**src/rtl/ysyx_23060201_isram_pkg.sv**
```systemverilog
// Shared constants, response codes, FSM encoding and LFSR step for the
// instruction-memory responder.
package ysyx_23060201_isram_pkg;

   localparam logic [31:0] PMEM_BASE = 32'h8000_0000;
   localparam logic [31:0] PMEM_SIZE = 32'h0800_0000;

   typedef enum logic [1:0] {
      RESP_OKAY   = 2'b00,
      RESP_SLVERR = 2'b10,
      RESP_DECERR = 2'b11
   } resp_e;

   typedef enum logic [1:0] {
      IDLE = 2'd0,
      WAIT = 2'd1,
      RESP = 2'd2
   } state_e;

   typedef struct packed {
      state_e     state;
      logic [7:0] lfsr;
   } dbg_t;

   // Fibonacci step for x^8+x^6+x^5+x^4+1, shifting towards the MSB.
   function automatic logic [7:0] lfsr8_next(input logic [7:0] q);
      return {q[6:0], q[7] ^ q[5] ^ q[4] ^ q[3]};
   endfunction

endpackage

```
**src/rtl/ysyx_23060201_isram_if.sv**
```systemverilog
// Fetch-side read bus (AR/R) plus the physical-memory read port of the responder.
interface ysyx_23060201_isram_if #(
   parameter int ADDR_WIDTH = 32,
   parameter int DATA_WIDTH = 32
);
   // Handshake rule: a beat transfers on a rising clock edge where valid and
   // ready are both high; valid and its payload stay stable until that edge,
   // and ready never depends combinationally on valid.
   logic                  arvalid;
   logic                  arready;
   logic [ADDR_WIDTH-1:0] araddr;
   logic                  rvalid;
   logic                  rready;
   logic [DATA_WIDTH-1:0] rdata;
   logic [1:0]            rresp;

   // Memory read port: each cycle pmem_en is high is one pmem_read call, and
   // the memory answers on pmem_rdata combinationally in that same cycle.
   logic                  pmem_en;
   logic [ADDR_WIDTH-1:0] pmem_addr;
   logic [3:0]            pmem_mask;
   logic [DATA_WIDTH-1:0] pmem_rdata;

   modport master (
      output arvalid, araddr, rready,
      input  arready, rvalid, rdata, rresp
   );

   modport slave (
      input  arvalid, araddr, rready, pmem_rdata,
      output arready, rvalid, rdata, rresp, pmem_en, pmem_addr, pmem_mask
   );

   modport mem (
      input  pmem_en, pmem_addr, pmem_mask,
      output pmem_rdata
   );
endinterface

```
**src/rtl/ysyx_23060201_lfsr8.sv**
```systemverilog
// 8-bit free-running Fibonacci LFSR used to jitter the access latency.
module ysyx_23060201_lfsr8
   import ysyx_23060201_isram_pkg::*;
(
   input  logic       clk,
   input  logic       rst_n,
   input  logic [7:0] seed,
   output logic [7:0] q
);

   always_ff @(posedge clk) begin
      if (!rst_n) q <= seed;
      else        q <= lfsr8_next(q);
   end

endmodule

```
**src/rtl/ysyx_23060201_isram.sv**
```systemverilog
// Instruction-memory responder: one outstanding AR request, fixed plus optional
// LFSR-driven latency, address classification, then a held R response.
module ysyx_23060201_isram
   import ysyx_23060201_isram_pkg::*;
#(
   parameter int                    ADDR_WIDTH = 32,
   parameter int                    DATA_WIDTH = 32,
   parameter logic [ADDR_WIDTH-1:0] MBASE      = PMEM_BASE,
   parameter logic [ADDR_WIDTH-1:0] MSIZE      = PMEM_SIZE,
   parameter int                    LATENCY    = 1,
   parameter int                    RAND_DELAY = 0,
   parameter logic [7:0]            LFSR_SEED  = 8'hA5
) (
   input  logic                  clk,
   input  logic                  rst_n,
   ysyx_23060201_isram_if.slave  bus,
   output dbg_t                  dbg
);

   localparam int                    CNT_W    = 16;
   localparam logic [CNT_W-1:0]      CNT_BASE = CNT_W'(LATENCY - 1);
   // Range bounds one bit wider than the address so MBASE+MSIZE cannot wrap.
   localparam logic [ADDR_WIDTH:0]   LO_EXT   = {1'b0, MBASE};
   localparam logic [ADDR_WIDTH:0]   HI_EXT   = {1'b0, MBASE} + {1'b0, MSIZE};

   state_e                state_q, state_d;
   logic [CNT_W-1:0]      cnt_q, cnt_d;
   logic [CNT_W-1:0]      cnt_extra;
   logic [ADDR_WIDTH-1:0] addr_q, addr_d;
   logic                  rvalid_q, rvalid_d;
   logic [DATA_WIDTH-1:0] rdata_q, rdata_d;
   resp_e                 rresp_q, rresp_d;
   resp_e                 cls;
   logic [7:0]            lfsr;

   function automatic resp_e classify(input logic [ADDR_WIDTH-1:0] a);
      logic [ADDR_WIDTH:0] ae;
      ae = {1'b0, a};
      if (ae < LO_EXT || ae >= HI_EXT) return RESP_DECERR;
      if (a[1:0] != 2'b00)             return RESP_SLVERR;
      return RESP_OKAY;
   endfunction

   ysyx_23060201_lfsr8 u_lfsr (
      .clk   (clk),
      .rst_n (rst_n),
      .seed  (LFSR_SEED),
      .q     (lfsr)
   );

   always_comb begin
      cls       = classify(addr_q);
      cnt_extra = (RAND_DELAY != 0) ? {{(CNT_W-2){1'b0}}, lfsr[1:0]} : '0;
   end

   always_comb begin
      state_d     = state_q;
      cnt_d       = cnt_q;
      addr_d      = addr_q;
      rvalid_d    = rvalid_q;
      rdata_d     = rdata_q;
      rresp_d     = rresp_q;
      bus.arready = 1'b0;
      bus.pmem_en = 1'b0;
      case (state_q)
         IDLE: begin
            bus.arready = 1'b1;
            if (bus.arvalid) begin
               addr_d  = bus.araddr;
               cnt_d   = CNT_BASE + cnt_extra;
               state_d = WAIT;
            end
         end
         WAIT: begin
            if (cnt_q == '0) begin
               rvalid_d = 1'b1;
               rresp_d  = cls;
               rdata_d  = '0;
               // Memory is only touched for in-range aligned requests, never in reset.
               if (cls == RESP_OKAY) begin
                  bus.pmem_en = rst_n;
                  rdata_d     = bus.pmem_rdata;
               end
               state_d = RESP;
            end else begin
               cnt_d = cnt_q - 1'b1;
            end
         end
         RESP: begin
            if (bus.rready) begin
               rvalid_d = 1'b0;
               state_d  = IDLE;
            end
         end
         default: state_d = IDLE;
      endcase
   end

   always_ff @(posedge clk) begin
      if (!rst_n) begin
         state_q  <= IDLE;
         cnt_q    <= '0;
         addr_q   <= '0;
         rvalid_q <= 1'b0;
         rdata_q  <= '0;
         rresp_q  <= RESP_OKAY;
      end else begin
         state_q  <= state_d;
         cnt_q    <= cnt_d;
         addr_q   <= addr_d;
         rvalid_q <= rvalid_d;
         rdata_q  <= rdata_d;
         rresp_q  <= rresp_d;
      end
   end

   assign bus.rvalid    = rvalid_q;
   assign bus.rdata     = rdata_q;
   assign bus.rresp     = rresp_q;
   assign bus.pmem_addr = addr_q;
   assign bus.pmem_mask = 4'b1111;

   assign dbg.state = state_q;
   assign dbg.lfsr  = lfsr;

endmodule
```
**src/flat_wrapper.sv**
```systemverilog
// flat-port wrapper written by rule: the top's interface ports become plain ports
module ysyx_23060201_isram_flat import ysyx_23060201_isram_pkg::*;
#(
   parameter int                    ADDR_WIDTH = 32,
   parameter int                    DATA_WIDTH = 32,
   parameter logic [ADDR_WIDTH-1:0] MBASE      = PMEM_BASE,
   parameter logic [ADDR_WIDTH-1:0] MSIZE      = PMEM_SIZE,
   parameter int                    LATENCY    = 1,
   parameter int                    RAND_DELAY = 0,
   parameter logic [7:0]            LFSR_SEED  = 8'hA5
)
  (clk, rst_n, dbg, bus_arvalid, bus_araddr, bus_rready, bus_pmem_rdata, bus_arready, bus_rvalid, bus_rdata, bus_rresp, bus_pmem_en, bus_pmem_addr, bus_pmem_mask);
  ysyx_23060201_isram_if #(.ADDR_WIDTH(ADDR_WIDTH), .DATA_WIDTH(DATA_WIDTH)) bus_i ();
  input  logic clk;
  input  logic rst_n;
  output dbg_t dbg;
  input wire logic [$bits(bus_i.arvalid)-1:0] bus_arvalid;
  input wire logic [$bits(bus_i.araddr)-1:0] bus_araddr;
  input wire logic [$bits(bus_i.rready)-1:0] bus_rready;
  input wire logic [$bits(bus_i.pmem_rdata)-1:0] bus_pmem_rdata;
  output wire logic [$bits(bus_i.arready)-1:0] bus_arready;
  output wire logic [$bits(bus_i.rvalid)-1:0] bus_rvalid;
  output wire logic [$bits(bus_i.rdata)-1:0] bus_rdata;
  output wire logic [$bits(bus_i.rresp)-1:0] bus_rresp;
  output wire logic [$bits(bus_i.pmem_en)-1:0] bus_pmem_en;
  output wire logic [$bits(bus_i.pmem_addr)-1:0] bus_pmem_addr;
  output wire logic [$bits(bus_i.pmem_mask)-1:0] bus_pmem_mask;
  assign bus_i.arvalid = bus_arvalid;
  assign bus_i.araddr = bus_araddr;
  assign bus_i.rready = bus_rready;
  assign bus_i.pmem_rdata = bus_pmem_rdata;
  assign bus_arready = bus_i.arready;
  assign bus_rvalid = bus_i.rvalid;
  assign bus_rdata = bus_i.rdata;
  assign bus_rresp = bus_i.rresp;
  assign bus_pmem_en = bus_i.pmem_en;
  assign bus_pmem_addr = bus_i.pmem_addr;
  assign bus_pmem_mask = bus_i.pmem_mask;
  ysyx_23060201_isram #(.ADDR_WIDTH(ADDR_WIDTH), .DATA_WIDTH(DATA_WIDTH), .MBASE(MBASE), .MSIZE(MSIZE), .LATENCY(LATENCY), .RAND_DELAY(RAND_DELAY), .LFSR_SEED(LFSR_SEED)) u_core (.clk(clk), .rst_n(rst_n), .bus(bus_i), .dbg(dbg));
endmodule
```
**config.mk**
```make
export PLATFORM = sky130hd
export DESIGN_NAME = ysyx_23060201_isram_flat
export DESIGN_NICKNAME = d
export VERILOG_FILES = /design/src/rtl/ysyx_23060201_isram_pkg.sv /design/src/rtl/ysyx_23060201_isram_if.sv /design/src/rtl/ysyx_23060201_lfsr8.sv /design/src/rtl/ysyx_23060201_isram.sv /design/src/flat_wrapper.sv
export SDC_FILE = /design/constraint.sdc
export NUM_CORES = 1
export LEC_CHECK = 0
export ABC_AREA = 0
export CORE_UTILIZATION = 35
export DETAILED_ROUTE_END_ITERATION = 7
export PLACE_DENSITY = 0.74
export SLEW_MARGIN = 25
export SYNTH_ARGS = -nofsm -noshare
export SYNTH_HDL_FRONTEND = slang
export SYNTH_HIERARCHICAL = 1
export SYNTH_SLANG_ARGS = --single-unit
```
**constraint.sdc**
```tcl
create_clock -name clk -period 3.3 [get_ports clk]
set_input_delay 0.99 -clock clk [delete_from_list [all_inputs] [get_ports clk]]
set_output_delay 0.99 -clock clk [all_outputs]
set_load 0.03 [all_outputs]
```
==> metrics.md, run 1 <==
| Metric | Value |
|---|---|
| Hold violation total from the final report | `0` |
| Critical path cell sequence | `or4b_1 > nor4b_4 > nor3b_2 > buf_4` |
| Top_reg_cell synth | `dfxtp_1` |
| # clock sinks | `93` |
| Synthesized flop and latch total | `between 90 and 100` |
| Starting Density | `~36%` |
| Most common cell in the netlist | `nand2_1` |
| EDFF count, synth | `0` |
| Startpoint Class | `flop` |
| Ports | `around 150` |
| Largest net degree at the start of global routing | `a little over 50` |
| Delay-heaviest family, CP | `simple AND/OR/NAND/NOR gates` |
| Routed vias/inst | `5.05` |
| CTS Buffer Depth | `2` |
| Post-DP HPWL | `~7000 um` |
| DRT antenna net count | `0` |
| CP max-delay cell | `or4b_1` |
| Fin Clk Skew | `slightly below 0.02 ns` |
| Buffers on Ports | `about 150` |
| Post-synthesis sequential area ratio | `49.7%` |
| Area contributors post-synth | `dfxtp_1 (50%), nand2_1 (11%), a21oi_1 (6.7%), o211ai_1 (6.4%), o21ai_0 (4.5%)` |
| Pwr Total | `between 3 and 4 mW` |
| Setup tns final | `0 ns` |
| GRT Total Usage | `between 10% and 20%` |
| Clock root cell | `clkbuf_8` |
| FFs w/ async S/R, synth | `0%` |
| Worst-margin pin slew | `~0.54 ns` |
| Worst Hold Class | `reg2reg` |
| Nets | `~650` |
| RSZ-0062 raised after global routing | `no` |
| Initial antenna violation count | `0` |
| Worst skew pair latency | `~0.36 ns` |
| CTS tree | `built` |
| Final period util | `96.1%` |
| FF+latch area | `0.00186 mm2` |
| Mapped Cells | `438` |
| Final Util | `~53%` |
| Number of global-route vias before repair | `roughly 3600` |
| Area Growth Syn to Fin | `46.8%` |
| Top-area cell type share of the netlist area | `between 40% and 50%` |
| Synth cell types | `46` |
| CP Capture Type | `output port` |
| Syn avg cell area | `between 8 and 9 um2` |
| Final setup viols | `0` |
| Power per cell area | `~590 mW/mm2` |
| Final WL | `10300 um` |
| Die width | `between 100 and 150 um` |
| Worst path buffer plus inverter count | `1` |
| Post-synth top cells | `nand2_1 (107), dfxtp_1 (93), a21oi_1 (50), o21ai_0 (34), o211ai_1 (32)` |
| DRC viols | `0` |
| Worst Path Arrival | `roughly 2.2 ns` |
| Syn. warnings | `6` |
| Global-route wire length before repair | `between 15000 and 20000 um` |
| Reg clk slew, reported paths | `0.09 ns` |
| H-tree depth | `3` |
| Vias | `between 3000 and 4000` |
| Area leader, netlist | `dfxtp_1` |
| Filler Cells Inserted | `between 1000 and 1500` |
| Synthesized area | `between 0.003 and 0.004 mm2` |
| Core Region | `0.0104 mm2` |
| Initial DRC count | `between 100 and 150` |
| Drt wl/cell | `14.4 um` |
| Max Cap Viol | `0` |
| Leakage | `between 1.5 and 2 nW` |
| CP max stage delay | `between 0.6 and 0.7 ns` |
| Max FO, Critical Path | `5` |
| Clock buffer count from CTS | `9` |
| RePlAce Congestion | `0.873` |
| Area of the multi-input gates | `between 0.0015 and 0.002 mm2` |
| Row cnt | `37` |
| Die Ht | `105 um` |
| Fraction of layout cells with a size suffix above 1 | `about 6.2%` |
| Fin crit period | `~3.2 ns` |
| ANT cells | `0` |
| Slew margin rel. | `between 60% and 70%` |
| Fmax | `roughly 0.32 GHz` |
| Final slew viol count | `0` |
| Status | `finished, final reports clean` |
| Drt first pass iters | `4` |
| GRT overflow | `0` |
| CTS resizes | `0` |
| Worst Path Required | `2.31 ns` |
| Die area | `around 0.011 mm2` |
| CP Class | `reg2out` |
| Maximum VDD drop | `around 400 uV` |
-- cells in the final DEF (no fill, tap or decap), types with 2 or more instances in the layout --
| master | netlist | layout |
|---|---|---|
| o31ai_1 | 4 | 4 |
| mux2_2 | 2 | 2 |
| o21ai_1 | 4 | 4 |
| o211ai_1 | 32 | 32 |
| nand2_1 | 107 | 107 |
| nand3_1 | 4 | 4 |
| dfxtp_1 | 93 | 93 |
| buf_4 | 4 | 12 |
| ha_1 | 2 | 2 |
| nand4_1 | 3 | 3 |
| or4b_1 | 4 | 4 |
| o21ai_0 | 34 | 34 |
| clkbuf_8 | 0 | 10 |
| or4_1 | 6 | 6 |
| clkdlybuf4s50_1 | 0 | 144 |
| a21oi_1 | 50 | 50 |
| nor2b_1 | 2 | 2 |
| mux2_1 | 5 | 5 |
| mux2i_1 | 3 | 3 |
| nor4_1 | 2 | 2 |
| conb_1 | 2 | 12 |
| clkinvlp_4 | 0 | 2 |
| nor2_1 | 7 | 7 |
| nor3_1 | 2 | 2 |
| nand3b_1 | 3 | 3 |
| nor4b_1 | 2 | 2 |
| xnor2_1 | 3 | 3 |
| o41ai_1 | 4 | 4 |
| inv_1 | 2 | 2 |
| or3_1 | 4 | 4 |
-- worst paths after layout --
kind,start,end,slack [ns],cells after the start
worst max register to register,u_core/cnt_q[6],u_core/bus.rdata[14],1.05,5
worst min-delay path,u_core/bus.pmem_addr[5],u_core/bus.pmem_addr[5],0.46,2
worst min register to register,u_core/bus.pmem_addr[5],u_core/bus.pmem_addr[5],0.46,2
worst max-delay path,u_core/bus.pmem_addr[28],bus_pmem_en,0.13,4
-- worst reg2reg max path, stage by stage, from the launching register on --
cell	delay [ns]
dfxtp_1	0.36
nor4_1	0.44
and4_1	0.53
nand3_1	0.31
buf_4	0.33
o21ai_0	0.22
-- timing repair --
item / in CTS / in global routing
hold buffers: 0 / 0
endpoints found under the setup margin: 0 / 1
buffers inserted: 0 / 2
hold endpoints to repair: 0 / 0
-- registers in the layout, summed over array words and instances, names as in the netlist --
| register | count |
|---|---|
| u_core/bus.pmem_addr | 32 |
| u_core/bus.rdata | 32 |
| u_core/cnt_q | 16 |
| u_core/u_lfsr/q | 8 |
| u_core/bus.rresp | 2 |
| u_core/state_q | 2 |
| u_core/bus.rvalid | 1 |
-- area by class of cell --
type / instances / area share (%)
multi-input cells: 315 / 31.8
clock buffers: 11 / 2.57
clock inverters: 4 / 0.591
inverters: 3 / 0.205
well taps: 136 / 3.09
flip-flops and latches: 93 / 33.8
repair buffers: 157 / 27.9
-- cell families (layout without fill, tap and decap cells) --
group / Yosys count / in the layout / share of synthesized area (%)
xor+xnor: 3 / 3 / 0.701
buf+inv: 40 / 175 / 4.77
compound gates: 131 / 131 / 20.6
fa+ha+maj: 2 / 2 / 0.668
flops: 93 / 93 / 49.7
other cells: 2 / 12 / 0.200
mux: 10 / 10 / 2.90
simple gates: 157 / 157 / 20.5
-- power by group --
group	switching (mW)	leakage (nW)	internal, mW	total [mW]
sequential	0.0841	0.758	1.23	1.31
combinational	0.817	1.08	0.439	1.26
clock	0.397	0.0820	0.295	0.693
-- stage by stage --
stage | worst slack (ns) | cell area, um2 | hold WS, ns | cells
2_1_floorplan | 0.00206 | 3790 | 0.436 | 448
3_3_place_gp | 0.391 | 5310 | 0.442 | 702
3_5_place_dp | 0.313 | 5310 | 0.447 | 702
4_1_cts | 0.0869 | 5490 | 0.461 | 717
5_1_grt | 0.0239 | 5500 | 0.481 | 719
6_report | 0.130 | 5500 | 0.458 | 719
-- metal layers --
| metal | vias up | wire length [um] | GRT usage [%] |
|---|---|---|---|
| li1 | 1811 | - | - |
| met1 | 1715 | 4390 | 21.8 |
| met2 | 98 | 5120 | 33.2 |
| met3 | 9 | 722 | 6.18 |
| met4 | 0 | 115 | 4.43 |
| met5 | - | 0 | 0 |
(Power assumes the default switching activity.)
==> run 2: changes to the inputs <==
- GPL_ROUTABILITY_DRIVEN: unset -> 0
==> results of run 2 <==
No change in the layout: final DEF, timing and power equal those of run 1.
